$ cat src/rtl/rvm_mem_ctrl.sv
// Memory-side controller: core request/stall port to a 1-cycle-latency single-port SRAM, with wait states and fault checks.
// Define RVM_MEM_CTRL_ERR_CAPTURE_EN to add a sticky first-fault address capture (err_clr/err_valid/err_addr).
module rvm_mem_ctrl #(
  parameter logic [31:0] BASE_ADDR   = 32'h0000_0000,
  parameter int          DEPTH_WORDS = 1024,
  parameter int          AW          = $clog2(DEPTH_WORDS),
  parameter int          WAIT_STATES = 0
) (
  input  logic          clk,
  input  logic          resetn,
  input  logic [31:0]   mem_addr,
  input  logic [31:0]   mem_wdata,
  input  logic          mem_c_en,
  input  logic [3:0]    mem_b_en,
  input  logic          mem_w_en,
  output logic [31:0]   mem_rdata,
  output logic          mem_error,
  output logic          mem_stall,
  output logic          sram_cs,
  output logic          sram_we,
  output logic [3:0]    sram_be,
  output logic [AW-1:0] sram_addr,
  output logic [31:0]   sram_wdata,
`ifdef RVM_MEM_CTRL_ERR_CAPTURE_EN
  input  logic          err_clr,
  output logic          err_valid,
  output logic [31:0]   err_addr,
`endif
  input  logic [31:0]   sram_rdata
);

  typedef enum logic [1:0] {
    S_IDLE = 2'd0,
    S_WAIT = 2'd1,
    S_RESP = 2'd2
  } state_t;

  localparam logic [32:0] LIMIT = 33'(DEPTH_WORDS) << 2;

  state_t          state, state_next;
  logic [3:0]      cnt;
  logic [AW-1:0]   lat_idx;
  logic [31:0]     lat_wdata;
  logic [3:0]      lat_be;
  logic            lat_we;
  logic            lat_fault;

  logic [31:0]     offset;
  logic            range_fault;
  logic            lane_ok;
  logic [1:0]      lsb_idx;
  logic            req_fault;
  logic            accept;

  // Request legality: address window, byte-lane pattern, and lane/address alignment.
  assign offset      = mem_addr - BASE_ADDR;
  assign range_fault = {1'b0, offset} >= LIMIT;

  // NOTE: every always_comb output gets a default first so no path can infer a latch.
  always_comb begin
    lane_ok = 1'b0;
    lsb_idx = 2'd0;
    case (mem_b_en)
      4'b0001, 4'b0011, 4'b1111: begin lane_ok = 1'b1; lsb_idx = 2'd0; end
      4'b0010:                   begin lane_ok = 1'b1; lsb_idx = 2'd1; end
      4'b0100, 4'b1100:          begin lane_ok = 1'b1; lsb_idx = 2'd2; end
      4'b1000:                   begin lane_ok = 1'b1; lsb_idx = 2'd3; end
      default:                   begin lane_ok = 1'b0; lsb_idx = 2'd0; end
    endcase
  end

  assign req_fault = range_fault | ~lane_ok | (mem_addr[1:0] != lsb_idx);
  assign accept    = (state == S_IDLE) && mem_c_en;

  always_comb begin
    state_next = state;
    case (state)
      S_IDLE: if (mem_c_en) state_next = req_fault ? S_RESP : S_WAIT;
      S_WAIT: if (cnt == 4'd0) state_next = S_RESP;
      S_RESP: state_next = S_IDLE;
      default: state_next = S_IDLE;
    endcase
  end

  // NOTE: sequential state uses non-blocking assignments so every register samples pre-edge values.
  always_ff @(posedge clk or negedge resetn) begin
    if (!resetn) begin
      state     <= S_IDLE;
      cnt       <= 4'd0;
      lat_idx   <= '0;
      lat_wdata <= '0;
      lat_be    <= '0;
      lat_we    <= 1'b0;
      lat_fault <= 1'b0;
    end else begin
      state <= state_next;
      if (accept) begin
        cnt       <= 4'(WAIT_STATES);
        lat_idx   <= offset[AW+1:2];
        lat_wdata <= mem_wdata;
        lat_be    <= mem_b_en;
        lat_we    <= mem_w_en;
        lat_fault <= req_fault;
      end else if (state == S_WAIT && cnt != 4'd0) begin
        cnt <= cnt - 4'd1;
      end
    end
  end

  // SRAM strobe is a decode of registered state, so reset removes it asynchronously.
  assign sram_cs    = (state == S_WAIT) && (cnt == 4'd0);
  assign sram_we    = sram_cs & lat_we;
  assign sram_be    = sram_cs ? lat_be    : 4'd0;
  assign sram_addr  = sram_cs ? lat_idx   : '0;
  assign sram_wdata = sram_cs ? lat_wdata : 32'd0;

  always_comb begin
    mem_stall = 1'b0;
    case (state)
      S_IDLE:  mem_stall = mem_c_en & resetn;
      S_WAIT:  mem_stall = 1'b1;
      default: mem_stall = 1'b0;
    endcase
  end

  assign mem_error = (state == S_RESP) & lat_fault;
  assign mem_rdata = ((state == S_RESP) && !lat_fault && !lat_we) ? sram_rdata : 32'd0;

`ifdef RVM_MEM_CTRL_ERR_CAPTURE_EN
  logic capture;

  // A new fault beats a simultaneous clear, and an armed capture keeps the first address.
  assign capture = accept && req_fault && (!err_valid || err_clr);

  always_ff @(posedge clk or negedge resetn) begin
    if (!resetn) begin
      err_valid <= 1'b0;
      err_addr  <= 32'd0;
    end else if (capture) begin
      err_valid <= 1'b1;
      err_addr  <= mem_addr;
    end else if (err_clr) begin
      err_valid <= 1'b0;
      err_addr  <= 32'd0;
    end
  end
`endif

endmodule
$ cat config.mk
export PLATFORM = sky130hd
export DESIGN_NAME = rvm_mem_ctrl
export DESIGN_NICKNAME = d
export VERILOG_FILES = /design/src/rtl/rvm_mem_ctrl.sv
export SDC_FILE = /design/constraint.sdc
export NUM_CORES = 1
export LEC_CHECK = 0
export CELL_PAD_IN_SITES_DETAIL_PLACEMENT = 0
export CELL_PAD_IN_SITES_GLOBAL_PLACEMENT = 1
export CORE_ASPECT_RATIO = 1.75
export CORE_MARGIN = 1.5
export CORE_UTILIZATION = 25
export CTS_CLUSTER_DIAMETER = 150
export DETAILED_ROUTE_END_ITERATION = 6
export GPL_ROUTABILITY_DRIVEN = 0
export GPL_TIMING_DRIVEN = 0
export PLACE_DENSITY_LB_ADDON = 0.1
export SLEW_MARGIN = 20
export SYNTH_ARGS = -nofsm -noshare
export SYNTH_HDL_FRONTEND = slang
export SYNTH_SLANG_ARGS = --single-unit
$ cat constraint.sdc
create_clock -name clk -period 3.4 [get_ports clk]
set_input_delay 1.02 -clock clk [delete_from_list [all_inputs] [get_ports clk]]
set_output_delay 1.02 -clock clk [all_outputs]
set_load 0.01 [all_outputs]
==> metrics <==
core region area=11,000 um2; Max clock buf depth=2; Fmax=304 MHz; Synth area leader=dfrtp_1; number of synthesized flops with an enable pin=0; Hold Crit Class=flip-flop to flip-flop; Final Setup Violations=0; Syn Nets=354; # H-tree levels=2; Worst path most repeated cell=clkdlybuf4s50_1; Critical Path Fanout Max=2; Placed Instances=567; grt ovf=0; Setup Skew=0.00329 ns; Clock transition at path regs=0.07 ns; Crit path required time=~2.4 ns; initial core utilization=25.4%; Site Rows=51; Detail Placement HPWL=7.60 mm; area delta synth->final=79.4%; post-synthesis register bit count=54; syn avg cell area=11.3 um2; Main synth FF type=dfrtp_1; IO Pins=186; CTS tree=yes; Max IR drop VDD=about 360 uV; GRT Overall Usage=between 10% and 20%; drt drc=0; Post-DRT Antenna Nets=0; initial antenna violation count=0; drt initial violations=36; vias in the first global route=2,739; Critical Path, Cell by Cell=clkdlybuf4s50_1, a21oi_1, nor2_1, clkdlybuf4s50_1; share of post-route cells with drive strength above 1=21.7%; R2R Path End=state[1]$_DFFE_PN0P_; pin count of the biggest net entering global routing=46; most frequent cell after synthesis=and2_1; root buffer selected by CTS=clkbuf_16; Detailed Routing Iterations Pass 1=6; PortBufs=185; Worst Path Arrival=2.27 ns; Setup crit end kind=output pin; Min-Delay Endpoint=lat_wdata[14]$_DFFE_PN0P_; post-synthesis instance total=around 250; vias post-DR=around 2,700; Post-Layout Inst Area=5030 um2; Tmin final=3.29 ns; Cell Count, Final, Fillers Out=584; Seq. cell area=roughly 1400 um2; Slew Limit Fails=0; final period utilization=between 90% and 100%; first-pass GRT wire length=14.9 mm; Wirelength per Cell=16.4 um; antenna cells=0; dominant cells by area after synthesis=dfrtp_1, mux2_2, and2_1; crit path max-delay cell type=clkdlybuf4s50_1; fillers=1,107; placed cell area=4850 um2; Worst Hold Slack=0.497 ns; worst slew pin tran=0.479 ns; Yosys Warn Count=0; nets=557; reg2reg start=cnt[0]$_DFFE_PN0P_; unrepaired setup endpoints after global routing=false; outcome=completed; Crit Path Category=primary input to output pin; clock sink count=between 50 and 60; crit start category=primary input; Final Hold Fails=0; top cells by instance count after synthesis=and2_1, dfrtp_1, mux2_2; CTS Buf Count=5; post-synthesis sequential area ratio=about half; Final Routed Wirelength=around 9.6 mm; Reg2Reg Depth=10; hold path cells=1; post-synth top area share=between 40% and 50%; multi-input logic area=around 1400 um2; Max Cap Viol=0; Synth cell types=31; Die Y=143 um; Setup TNS Final=0 ns; pwr/cell area=305 nW/um2; worst skew pair latency=a little under 0.3 ns; Mapped Area=2810 um2; asr flop ratio synth=100%; CP peak stage delay=about 0.56 ns; Slew headroom=between 60% and 70%; P_leak=2.23 nW; Hold Path Origin=lat_wdata[14]$_DFFE_PN0P_; Die W=83.1 um; reg-to-reg slack, setup=1.45 ns; Vias/cell=4.54; Total Power=between 1.5 and 2 mW; die area=11,900 um2
-- cell usage in the layout, fill, tap and decap left out, types with 3 or more instances in the layout --
master	netlist	routed
and2_1	80	79
buf_2	5	19
buf_4	0	8
clkbuf_1	9	5
clkbuf_16	0	5
clkbuf_8	0	5
clkdlybuf4s15_1	0	4
clkdlybuf4s50_1	0	136
dfrtp_1	54	54
dlygate4sd2_1	0	30
inv_1	4	3
mux2_2	47	47
nand2_1	3	3
nand3_1	3	3
nor2_1	8	8
nor4_1	8	8
xnor2_1	3	3
-- registers in the layout, indices dropped and copies added, names as in the netlist --
signal / count
lat_be: 4
cnt: 4
state: 2
lat_we: 1
lat_fault: 1
lat_idx: 10
lat_wdata: 32
-- through the flow --
stage               util, %  setup WS (ns)
floorplan                 -          0.612
global placement       43.7          -2.05
detailed placement     43.9         -0.516
CTS                    45.6        -0.0442
global route           45.6        0.00165
finish                 45.6          0.110
-- kinds of logic (layout without fill, tap and decap cells) --
| family | count (synthesis) | in the layout | synth area share, % |
|---|---|---|---|
| adders and majority gates | 1 | 1 | 0.446 |
| DFF | 54 | 54 | 48.2 |
| xor gates and xnor gates | 5 | 5 | 1.56 |
| AOI/OAI and AO/OA | 8 | 8 | 2.72 |
| muxes | 47 | 47 | 18.9 |
| and+or+nand+nor | 116 | 116 | 25.6 |
| buffers and inverters | 18 | 221 | 2.63 |
-- worst max-delay path by stage --
| stage | start | end | slack [ns] | cells after the start |
|---|---|---|---|---|
| floorplan | cnt[0]$_DFFE_PN0P_ | sram_wdata[12] | 0.61 | 7 |
| global placement | resetn | mem_stall | -2.05 | 4 |
| detailed placement | cnt[0]$_DFFE_PN0P_ | sram_wdata[18] | -0.52 | 8 |
| CTS | cnt[0]$_DFFE_PN0P_ | sram_wdata[18] | -0.04 | 10 |
| global route | cnt[0]$_DFFE_PN0P_ | sram_wdata[11] | 0.002 | 9 |
| finish | mem_c_en | mem_stall | 0.11 | 4 |
-- timing repair --
action,4_1_cts,5_1_grt
pin swaps,1,1
setup buffers,7,2
endpoints found under the setup margin,78,29
gates resized for setup,112,4
hold buffers,0,0
cloned,2,0
-- area by class of cell --
| class | count | area share [%] |
|---|---|---|
| repair buffers | 197 | 37.2 |
| multi-input cells | 177 | 27.8 |
| flip-flops and latches | 54 | 26.9 |
| well taps | 132 | 3.28 |
| clock buffers | 7 | 2.64 |
| plain buffers | 13 | 1.91 |
| inverters | 4 | 0.298 |
-- power breakdown --
group	total [mW]	internal [mW]	switching, mW	leakage, nW
Sequential	0.762	0.726	0.0360	0.641
Clock	0.499	0.271	0.229	0.0640
Combinational	0.273	0.191	0.0817	1.52
-- per-layer routing --
metal / GRT usage, % / wire (um)
met5: 0 / 0
met4: 5.79 / 201
met3: 4.45 / 692
met2: 30.8 / 5160
met1: 17.2 / 3530
-- worst max-delay path: cells and delay by family --
kind | cells | cell delay [ns]
simple gates | 1 | 0.11
buf+inv | 2 | 1.06
compound gates | 1 | 0.07
No activity file was read; power rests on OpenSTA's default activity.
